$ cat config.mk
export PLATFORM = sky130hd
export DESIGN_NAME = neo_pattern_producer
export DESIGN_NICKNAME = d
export VERILOG_FILES = /design/src/rtl/neo_pkg.sv /design/src/rtl/neo_counter.sv /design/src/rtl/neo_level_gen.sv /design/src/rtl/neo_pattern_producer.sv
export SDC_FILE = /design/constraint.sdc
export NUM_CORES = 1
export LEC_CHECK = 0
export ABC_AREA = 1
export CAP_MARGIN = 20
export CORE_AREA = 2 2 100 102
export DETAILED_ROUTE_END_ITERATION = 7
export DIE_AREA = 0 0 102 104
export GPL_ROUTABILITY_DRIVEN = 0
export PLACE_DENSITY = 0.75
export SETUP_SLACK_MARGIN = 0.1
export SLEW_MARGIN = 20
export SYNTH_ARGS = -nofsm -noshare
export SYNTH_HDL_FRONTEND = slang
export SYNTH_SLANG_ARGS = --single-unit
$ cat constraint.sdc
create_clock -name clock_i -period 3.1 [get_ports clock_i]
set_input_delay 0.31 -clock clock_i [delete_from_list [all_inputs] [get_ports clock_i]]
set_output_delay 0.31 -clock clock_i [all_outputs]
set_load 0.05 [all_outputs]
$ cat src/rtl/neo_pkg.sv
// +--------------------------------------------------------------------------+
// | neo_pkg : shared types and constants for the NeoPixel pattern producer   |
// | Rev 1.0                                                                  |
// +--------------------------------------------------------------------------+
`default_nettype none

package neo_pkg;

  typedef enum logic [1:0] {
    MODE_SOLID = 2'd0,
    MODE_CHASE = 2'd1,
    MODE_RAMP  = 2'd2,
    MODE_OFF   = 2'd3
  } mode_t;

  localparam logic [1:0] COLOR_G = 2'd0;
  localparam logic [1:0] COLOR_R = 2'd1;
  localparam logic [1:0] COLOR_B = 2'd2;

  typedef enum logic [1:0] {
    ST_IDLE      = 2'd0,
    ST_LOAD      = 2'd1,
    ST_WAIT_SEND = 2'd2,
    ST_WAIT_DONE = 2'd3
  } state_t;

endpackage

`default_nettype wire

$ cat src/rtl/neo_counter.sv
// +--------------------------------------------------------------------------+
// | neo_counter : wrapping up-counter with synchronous clear (0..MAX)        |
// | Rev 1.0                                                                  |
// +--------------------------------------------------------------------------+
`default_nettype none

module neo_counter #(
  parameter int          WIDTH = 8,
  parameter int unsigned MAX   = 255
) (
  input  logic             clock_i,
  input  logic             reset_i,
  input  logic             clear_i,
  input  logic             inc_i,
  output logic [WIDTH-1:0] count_o
);

  localparam logic [WIDTH-1:0] LAST = WIDTH'(MAX);

  logic [WIDTH-1:0] count_q, count_d;

  always_comb begin
    count_d = count_q;
    if (clear_i) begin
      count_d = '0;
    end else if (inc_i) begin
      count_d = (count_q == LAST) ? '0 : count_q + WIDTH'(1);
    end
  end

  always_ff @(posedge clock_i or posedge reset_i) begin
    if (reset_i) begin
      count_q <= '0;
    end else begin
      count_q <= count_d;
    end
  end

  assign count_o = count_q;

endmodule

`default_nettype wire

$ cat src/rtl/neo_level_gen.sv
// +--------------------------------------------------------------------------+
// | neo_level_gen : combinational level for (mode, base, phase, pixel, color)|
// | Rev 1.0                                                                  |
// +--------------------------------------------------------------------------+
`default_nettype none

module neo_level_gen
  import neo_pkg::*;
#(
  parameter int PIX_W   = 3,
  parameter int LEVEL_W = 8,
  parameter int STEP    = 8
) (
  input  logic [1:0]         mode_i,
  input  logic [LEVEL_W-1:0] base_i,
  input  logic [PIX_W-1:0]   chase_phase_i,
  input  logic [LEVEL_W-1:0] ramp_phase_i,
  input  logic [PIX_W-1:0]   pixel_i,
  input  logic [1:0]         color_i,
  output logic [LEVEL_W-1:0] level_o
);

  localparam logic [LEVEL_W-1:0] STEP_L = LEVEL_W'(STEP);

  logic [LEVEL_W-1:0] ramp;

  always_comb begin
    ramp    = base_i + LEVEL_W'(pixel_i) * STEP_L + ramp_phase_i;
    level_o = '0;
    case (mode_t'(mode_i))
      MODE_SOLID: level_o = base_i;
      MODE_CHASE: begin
        if (pixel_i == chase_phase_i) begin
          level_o = base_i;
        end
      end
      MODE_RAMP: begin
        case (color_i)
          COLOR_G: level_o = ramp;
          COLOR_R: level_o = ~ramp;
          COLOR_B: level_o = ramp >> 1;
          default: level_o = '0;
        endcase
      end
      default: level_o = '0;
    endcase
  end

endmodule

`default_nettype wire

$ cat src/rtl/neo_pattern_producer.sv
// +--------------------------------------------------------------------------+
// | neo_pattern_producer : frame producer for the NeoPixel driver            |
// | Rev 1.0                                                                  |
// +--------------------------------------------------------------------------+
`default_nettype none

module neo_pattern_producer
  import neo_pkg::*;
#(
  parameter int NUM_PIXELS = 5,
  parameter int PIX_W      = 3,
  parameter int LEVEL_W    = 8,
  parameter int REPEAT_W   = 16,
  parameter int STEP       = 8
) (
  input  logic                clock_i,
  input  logic                reset_i,
  input  logic                enable_i,
  input  logic [1:0]          mode_i,
  input  logic [LEVEL_W-1:0]  base_level_i,
  input  logic [REPEAT_W-1:0] frame_repeat_i,
  input  logic                ready_to_load_i,
  input  logic                ready_to_send_i,
  input  logic                done_wait_i,
  output logic [PIX_W-1:0]    pixel_index_o,
  output logic [1:0]          color_index_o,
  output logic [LEVEL_W-1:0]  color_level_o,
  output logic                load_color_o,
  output logic                send_it_o,
  output logic [15:0]         frame_count_o,
  output logic                busy_o
);

  localparam logic [PIX_W-1:0] LAST_PIX = PIX_W'(NUM_PIXELS - 1);

  state_t                state_q, state_d;
  mode_t                 mode_q;
  logic [LEVEL_W-1:0]    base_q;
  logic [REPEAT_W-1:0]   frame_rep_q;

  logic                  load, send, latch, idx_clr, idx_inc;
  logic                  rep_inc, rep_clr, phase_adv;
  logic [1:0]            color_cnt;
  logic [PIX_W-1:0]      pixel_cnt;
  logic [REPEAT_W-1:0]   rep_cnt, rep_lim;
  logic [PIX_W-1:0]      chase_phase;
  logic [LEVEL_W-1:0]    ramp_phase;
  logic [LEVEL_W-1:0]    level;

  assign rep_lim = (frame_rep_q == '0) ? REPEAT_W'(1) : frame_rep_q;

  always_comb begin
    state_d   = state_q;
    load      = 1'b0;
    send      = 1'b0;
    latch     = 1'b0;
    idx_clr   = 1'b0;
    idx_inc   = 1'b0;
    rep_inc   = 1'b0;
    rep_clr   = 1'b0;
    phase_adv = 1'b0;
    case (state_q)
      ST_IDLE: begin
        if (enable_i) begin
          latch   = 1'b1;
          idx_clr = 1'b1;
          state_d = ST_LOAD;
        end
      end
      ST_LOAD: begin
        if (ready_to_load_i) begin
          load    = 1'b1;
          idx_inc = 1'b1;
          if (pixel_cnt == LAST_PIX && color_cnt == COLOR_B) begin
            state_d = ST_WAIT_SEND;
          end
        end
      end
      ST_WAIT_SEND: begin
        if (ready_to_send_i) begin
          send    = 1'b1;
          rep_inc = 1'b1;
          state_d = ST_WAIT_DONE;
        end
      end
      default: begin
        if (done_wait_i) begin
          if (!enable_i) begin
            idx_clr = 1'b1;
            state_d = ST_IDLE;
          end else if (rep_cnt < rep_lim) begin
            state_d = ST_WAIT_SEND;
          end else begin
            rep_clr   = 1'b1;
            phase_adv = 1'b1;
            latch     = 1'b1;
            idx_clr   = 1'b1;
            state_d   = ST_LOAD;
          end
        end
      end
    endcase
  end

  always_ff @(posedge clock_i or posedge reset_i) begin
    if (reset_i) begin
      state_q     <= ST_IDLE;
      mode_q      <= MODE_SOLID;
      base_q      <= '0;
      frame_rep_q <= '0;
    end else begin
      state_q <= state_d;
      if (latch) begin
        mode_q      <= mode_t'(mode_i);
        base_q      <= base_level_i;
        frame_rep_q <= frame_repeat_i;
      end
    end
  end

  neo_counter #(.WIDTH(2), .MAX(2)) u_color (
    .clock_i (clock_i), .reset_i (reset_i), .clear_i (idx_clr),
    .inc_i   (idx_inc), .count_o (color_cnt)
  );

  neo_counter #(.WIDTH(PIX_W), .MAX(NUM_PIXELS - 1)) u_pixel (
    .clock_i (clock_i), .reset_i (reset_i), .clear_i (idx_clr),
    .inc_i   (idx_inc && color_cnt == COLOR_B), .count_o (pixel_cnt)
  );

  neo_counter #(.WIDTH(REPEAT_W), .MAX(2**REPEAT_W - 1)) u_repeat (
    .clock_i (clock_i), .reset_i (reset_i), .clear_i (rep_clr),
    .inc_i   (rep_inc), .count_o (rep_cnt)
  );

  neo_counter #(.WIDTH(16), .MAX(65535)) u_frame (
    .clock_i (clock_i), .reset_i (reset_i), .clear_i (1'b0),
    .inc_i   (send), .count_o (frame_count_o)
  );

  // Phase is held once per modulus so CHASE and RAMP each see their own wrap.
  neo_counter #(.WIDTH(PIX_W), .MAX(NUM_PIXELS - 1)) u_chase_phase (
    .clock_i (clock_i), .reset_i (reset_i), .clear_i (1'b0),
    .inc_i   (phase_adv), .count_o (chase_phase)
  );

  neo_counter #(.WIDTH(LEVEL_W), .MAX(2**LEVEL_W - 1)) u_ramp_phase (
    .clock_i (clock_i), .reset_i (reset_i), .clear_i (1'b0),
    .inc_i   (phase_adv), .count_o (ramp_phase)
  );

  neo_level_gen #(.PIX_W(PIX_W), .LEVEL_W(LEVEL_W), .STEP(STEP)) u_level (
    .mode_i        (mode_q),
    .base_i        (base_q),
    .chase_phase_i (chase_phase),
    .ramp_phase_i  (ramp_phase),
    .pixel_i       (pixel_cnt),
    .color_i       (color_cnt),
    .level_o       (level)
  );

  assign load_color_o  = load;
  assign send_it_o     = send;
  assign pixel_index_o = load ? pixel_cnt : '0;
  assign color_index_o = load ? color_cnt : 2'd0;
  assign color_level_o = load ? level : '0;
  assign busy_o        = (state_q != ST_IDLE);

endmodule

`default_nettype wire

== After elaboration in Yosys (flattened, before gate mapping) ==
Index checks and enable logic that the tools add are counted.

* Output and inout port bits: 32
* Register bits: 76
* Input bits: 32

* Equal/unequal tests: 16
* Muxes and demuxes: 40
* Reduce and logical (&&, ||, !) cells: 14
* Order comparisons: 1
* Bitwise operators: 1
* Add/subtract/negate cells: 8

{| class="wikitable"
|+ Operator list
! kind !! count
|-
| $mux W16 || 5
|-
| $pmux W8 S3 || 2
|-
| $add A16 B1 Y16 const B || 2
|-
| $eq A16 B16 Y1 const B || 2
|-
| $mux W8 || 3
|-
| $mux W2 || 11
|-
| $logic_not A16 Y1 || 1
|-
| $lt A16 B16 Y1 || 1
|-
| $mux W3 || 5
|-
| $mux W1 || 11
|-
| $add A8 B1 Y8 const B || 1
|-
| $add A8 B6 Y8 || 1
|-
| $add A8 B8 Y8 || 1
|-
| $eq A8 B8 Y1 const B || 1
|-
| $ne A2 B2 Y1 const B || 4
|-
| $not A8 Y8 || 1
|-
| $reduce_bool A2 Y1 || 4
|-
| $add A3 B1 Y3 const B || 2
|-
| $eq A2 B1 Y1 const B || 3
|-
| $eq A2 B2 Y1 const B || 3
|-
| $eq A3 B3 Y1 const B || 2
|-
| $logic_not A2 Y1 || 3
|-
| $pmux W2 S3 || 1
|-
| $reduce_and A5 Y1 || 1
|-
| 7 further kinds || 9
|}

== Depth between registers and ports, before layout ==
* Depth in word-level cells: 8
* Depth in mapped cells: 19
* Mapped depth without buffers: 18

== By module ==
From an unflattened synthesis, not the netlist that was laid out.

* Cell total of the unflattened synthesis: 793
* Area, all modules: 5616.6 µm²

{| class="wikitable"
|+ By module, submodules not included
! module !! seq. area each (µm²) !! area an instance (µm²) !! cells an instance !! instances
|-
| neo_pattern_producer || 700.7 || 1878.1 || 255 || 1
|-
| neo_counter at u_repeat || 400.4 || 1022.2 || 142 || 1
|-
| neo_counter at u_frame || 400.4 || 975.9 || 141 || 1
|-
| neo_level_gen || 0.0 || 815.8 || 140 || 1
|-
| neo_counter at u_ramp_phase || 200.2 || 467.9 || 56 || 1
|-
| neo_counter at u_chase_phase ... || 75.1 || 180.2 || 23 || 2
|-
| neo_counter at u_color || 50.0 || 96.3 || 13 || 1
|}

== Worst setup path after synthesis ==
No wires, ideal clock.

* Path kind: register to output
* Start: reg u_pixel.count_q[0] (netlist: u_pixel.count_o[0])
* End: out color_level_o[6]
* Buffers on the path: 0
* Arrival: 2.992 ns
* Cell stages (with the launch flop): 15
* Path slack: -0.202 ns
* Required time: 2.790 ns
* Path through: dfrtp_1 inv_1 fa_1 inv_1 ha_1 a21oi_1 nand2_1 nand2_1 nand2_1 a21oi_1 xor2_1 nand2_1 o21ai_0 o21ai_0 a21oi_1

* Cells in the longest elaborated chain, start to end: 6

{| class="wikitable"
|+ Ends and longest elaborated chain
! what !! RTL line !! text
|-
| start: declaration || neo_counter.sv:20 || <nowiki>logic [WIDTH-1:0] count_q, count_d;</nowiki>
|-
| start signal: assignment || neo_counter.sv:35 || <nowiki>count_q <= count_d;</nowiki>
|-
| $add A8 B6 Y8 || neo_level_gen.sv:28 || <nowiki>ramp = base_i + LEVEL_W'(pixel_i) * STEP_L + ramp_phase_i;</nowiki>
|-
| $add A8 B8 Y8 || neo_level_gen.sv:28 ||
|-
| $not A8 Y8 || neo_level_gen.sv:40 || <nowiki>COLOR_R: level_o = ~ramp;</nowiki>
|-
| $pmux W8 S3 || neo_level_gen.sv:38 || <nowiki>case (color_i)</nowiki>
|-
| $pmux W8 S3 * || neo_level_gen.sv:30 || <nowiki>case (mode_t'(mode_i))</nowiki>
|-
| $mux W8 * || neo_pattern_producer.sv:166 || <nowiki>assign color_level_o = load ? level : '0;</nowiki>
|-
| end: declaration || neo_pattern_producer.sv:27 || <nowiki>output logic [LEVEL_W-1:0] color_level_o,</nowiki>
|}

Mark *: on every way between the ends. The rest lies on a longest branch, timed or not.

== Worst setup path in the final report ==
* Start: reg u_ramp_phase.count_q[3] (netlist: u_ramp_phase.count_o[3])
* End: out color_level_o[6]

* Cells in the longest elaborated chain, start to end: 5

{| class="wikitable"
|+ Ends and longest elaborated chain
! what !! RTL line
|-
| start: declaration || neo_counter.sv:20
|-
| start signal: assignment || neo_counter.sv:35
|-
| $add A8 B8 Y8 * || neo_level_gen.sv:28
|-
| $not A8 Y8 || neo_level_gen.sv:40
|-
| $pmux W8 S3 * || neo_level_gen.sv:38
|-
| $pmux W8 S3 * || neo_level_gen.sv:30
|-
| $mux W8 * || neo_pattern_producer.sv:166
|}

Marked as above.

==> metrics <==
Die X-Extent=~100 um; Worst Skew=roughly 0.014 ns; Crit Path Class=reg -> out; total cell area at the placement stage=0.00583 mm^2; Post-synth top flop=sky130_fd_sc_hd__dfrtp_1; maximum resistive drop on vdd=426 uV; root buffer cell=sky130_fd_sc_hd__clkbuf_8; overall via count from detail_route=4557; nature of the critical path endpoint=output pin; y dimension of the die=around 100 um; initial standard-cell utilization of the core=0.521; crit path launch type=register; latest clock arrival within the worst-skew pair=0.35 ns; final-report setup violation count=3; Port Buf Inserts=63; number of inserted diodes=0; number of synthesized flops with an enable pin=0; global routing usage summed across all routing layers=0.231; antenna-violating nets left=0; CP delay by family, top=adder cells; Final Hold Vio Count=0; fin area=~0.0062 mm^2; wirelength, routed=roughly 12000 um; cell occurring most often along the worst timing path=sky130_fd_sc_hd__nand2_2; number of instances in the synthesized netlist=659; filler cell count in the final layout=795; global route overflow=0; number of H-tree branching levels=3; syn_area_per_cell=7.55 um^2; Fmax achieved=311 MHz; post-synthesis register bit count=76; stage delay of the slowest cell on the critical path=approximately 0.55 ns; period utilization=1.04; CTS clk-pin slew, worst paths=around 0.070 ns; pin count of the biggest net entering global routing=77; violations in the final reports=setup timing; number of iterations in the first detailed-routing pass=4; final core utilization=0.653; global-route wire length before repair=~20000 um; RSZ-0062 raised after global routing=true; share of cells above drive strength 1=0.113; number of top-level pins=between 60 and 70; power per unit of standard cell area=821 mW/mm^2; DP HPWL=8420 um; count of unresolved DRC violations after routing=0; vias in the first global route=4459; proportion of synthesized chip area in sequential cells=0.382; count of synthesis-stage warnings from yosys=0; WL/cell=13.3 um; data required time at the worst endpoint=2.79 ns; Inserted Clock Buffers=9; min setup slack post-route=-0.118 ns; Final nets=just over 800; Hold/Removal Path Class=in -> async; largest fanout of any net on the critical path=4; async set or reset register ratio after synthesis=1.00; cell area after synthesis=roughly 0.005 mm^2; run status=complete, but fails checks; number of max-capacitance violations reported=0; post-synth cell types=39; Slew Viols, Final=0; clock tree buffer depth=2; worst path buffer plus inverter count=3; reported leakage power=3.18 nW; setup slack at placement=0.0706 ns; total power=a little over 5 mW; net count of the mapped netlist=roughly 730; relative area change from synthesis to final layout=25.2%; pin slew with the least headroom to its limit=0.501 ns; core region area=0.00955 mm^2; minimum clock period=about 3.2 ns; Max-slew headroom=0.665; Worst EP arrival=2.91 ns; summed negative setup slack over all endpoints=-0.258 ns; cell row count=36; CTS tree=yes; initial detailed-routing violation count=around 220; clock sinks=76; Avg Vias per Cell=5.21; Crit-path slowest cell=sky130_fd_sc_hd__fa_1; Die ar.=~0.011 mm^2; antenna violations before repair=0; critical-path cell list=inv_2, fa_1, inv_2, ha_4, a21oi_4, nand2_2, nand2_2, nand2_2, a21oi_4, xor2_2, nand2_1, o21ai_1, o21ai_1, a21oi_2, buf_12
-- stage by stage --
step	cells	hold slack (ns)
after floorplan	659	0.420
after global placement	850	0.501
after detailed placement	850	0.504
after CTS	873	0.367
after global routing	874	0.400
final	874	0.354
-- state kept, by name, summed over array words and instances (netlist names) --
signal and flops:
state_q 2, u_color.count_o 2, u_repeat.count_o 16, u_frame.count_o 16
mode_q 2, u_ramp_phase.count_o 8, u_pixel.count_o 3, u_chase_phase.count_o 3
frame_rep_q 16, base_q 8
-- timing repair --
action,CTS,global route
pin swaps,16,17
hold buffers,0,0
gates resized for setup,21,10
buffers inserted,8,1
endpoints found under the setup margin,6,7
endpoints found under the hold margin,0,0
-- cell usage after synthesis, types with 3 or more instances --
| master | n | area (um^2) |
|---|---|---|
| sky130_fd_sc_hd__inv_1 | 103 | 387 |
| sky130_fd_sc_hd__nor2_1 | 54 | 203 |
| sky130_fd_sc_hd__fa_1 | 4 | 80.1 |
| sky130_fd_sc_hd__nand3_1 | 47 | 235 |
| sky130_fd_sc_hd__xnor2_1 | 9 | 78.8 |
| sky130_fd_sc_hd__xor2_1 | 14 | 123 |
| sky130_fd_sc_hd__o21ai_0 | 31 | 155 |
| sky130_fd_sc_hd__nand4_1 | 12 | 75.1 |
| sky130_fd_sc_hd__nor3_2 | 3 | 30.0 |
| sky130_fd_sc_hd__nand2_1 | 177 | 664 |
| sky130_fd_sc_hd__o22ai_1 | 3 | 18.8 |
| sky130_fd_sc_hd__or2_2 | 6 | 37.5 |
| sky130_fd_sc_hd__dfrtp_1 | 76 | 1900 |
| sky130_fd_sc_hd__ha_1 | 36 | 450 |
| sky130_fd_sc_hd__a22oi_1 | 6 | 45.0 |
| sky130_fd_sc_hd__clkbuf_1 | 4 | 15.0 |
| sky130_fd_sc_hd__a21oi_1 | 30 | 150 |
| sky130_fd_sc_hd__nor3_1 | 8 | 40.0 |
| sky130_fd_sc_hd__buf_4 | 6 | 45.0 |
-- metal layers --
layer | GRT usage | up-vias | share of wire
met5 | 0 | - | 0
met4 | 0.100 | 0 | 0.039
met3 | 0.0450 | 37 | 0.036
met2 | 0.400 | 111 | 0.52
met1 | 0.273 | 2140 | 0.41
li1 | - | 2269 | -
-- power breakdown --
part	total [mW]	internal, mW	leakage, nW	switching, mW
Sequential	1.66	1.31	0.957	0.352
Clock	0.836	0.472	0.109	0.365
Combinational	2.62	1.06	2.12	1.56
-- cell type report --
class / instances / area [um^2] / share of cell area
multi-input combinational: 467 / 2730 / 0.438
tap: 133 / 166 / 0.0267
timing repair buffer: 80 / 827 / 0.133
inverter: 103 / 387 / 0.0620
clock buffer: 11 / 141 / 0.0227
clock inverter: 4 / 73.8 / 0.0118
sequential: 76 / 1900 / 0.306
-- final timing paths --
check | startpoint | endpoint | slack (ns) | depth (start not counted)
max | u_ramp_phase.count_o[3]$_DFFE_PP0P_ | color_level_o[6] | -0.12 | 15
max reg2reg | u_repeat.count_o[11]$_DFFE_PP0P_ | base_q[4]$_DFFE_PP0P_ | 0.60 | 10
min in group clock_i | mode_i[0] | mode_q[0]$_DFFE_PP0P_ | 0.48 | 3
min | reset_i | state_q[0]$_DFFE_PP0P_ | 0.35 | 3
min reg2reg | u_frame.count_o[12]$_DFFE_PP0P_ | u_frame.count_o[12]$_DFFE_PP0P_ | 0.51 | 1
max in group asynchronous | reset_i | u_ramp_phase.count_o[4]$_DFFE_PP0P_ | 2.40 | 3
-- worst min-delay path: cells and delay by family --
family / cells / cell delay [ns]
buffers and inverters: 3 / 0.81
-- layout by cell type (no fill, tap or decap), types with 5 or more instances in the layout --
master,Yosys,final
sky130_fd_sc_hd__a21oi_1,30,24
sky130_fd_sc_hd__nor2_1,54,52
sky130_fd_sc_hd__buf_12,0,7
sky130_fd_sc_hd__clkdlybuf4s50_1,0,55
sky130_fd_sc_hd__nand4_1,12,12
sky130_fd_sc_hd__clkbuf_8,0,10
sky130_fd_sc_hd__nand2_1,177,173
sky130_fd_sc_hd__inv_1,103,98
sky130_fd_sc_hd__a22oi_1,6,5
sky130_fd_sc_hd__o21ai_0,31,27
sky130_fd_sc_hd__inv_2,0,5
sky130_fd_sc_hd__nand2_2,1,5
sky130_fd_sc_hd__nand3_1,47,47
sky130_fd_sc_hd__xor2_1,14,11
sky130_fd_sc_hd__xnor2_1,9,8
sky130_fd_sc_hd__nor3_1,8,8
sky130_fd_sc_hd__or2_2,6,6
sky130_fd_sc_hd__dfrtp_1,76,74
sky130_fd_sc_hd__ha_1,36,34
sky130_fd_sc_hd__buf_4,6,17
-- kinds of logic (layout without fill, tap and decap cells) --
family                   Yosys count  count (layout)  share of synthesized area
AO/OA/AOI/OAI                     83              83                     0.0963
XOR/XNOR                          23              23                     0.0405
adder cells (fa/ha/maj)           40              40                      0.107
buffers and inverters            116             198                     0.0953
flip-flops                        76              76                      0.382
AND/OR/NAND/NOR                  321             321                      0.279
Power figures use the tool's default switching activity.
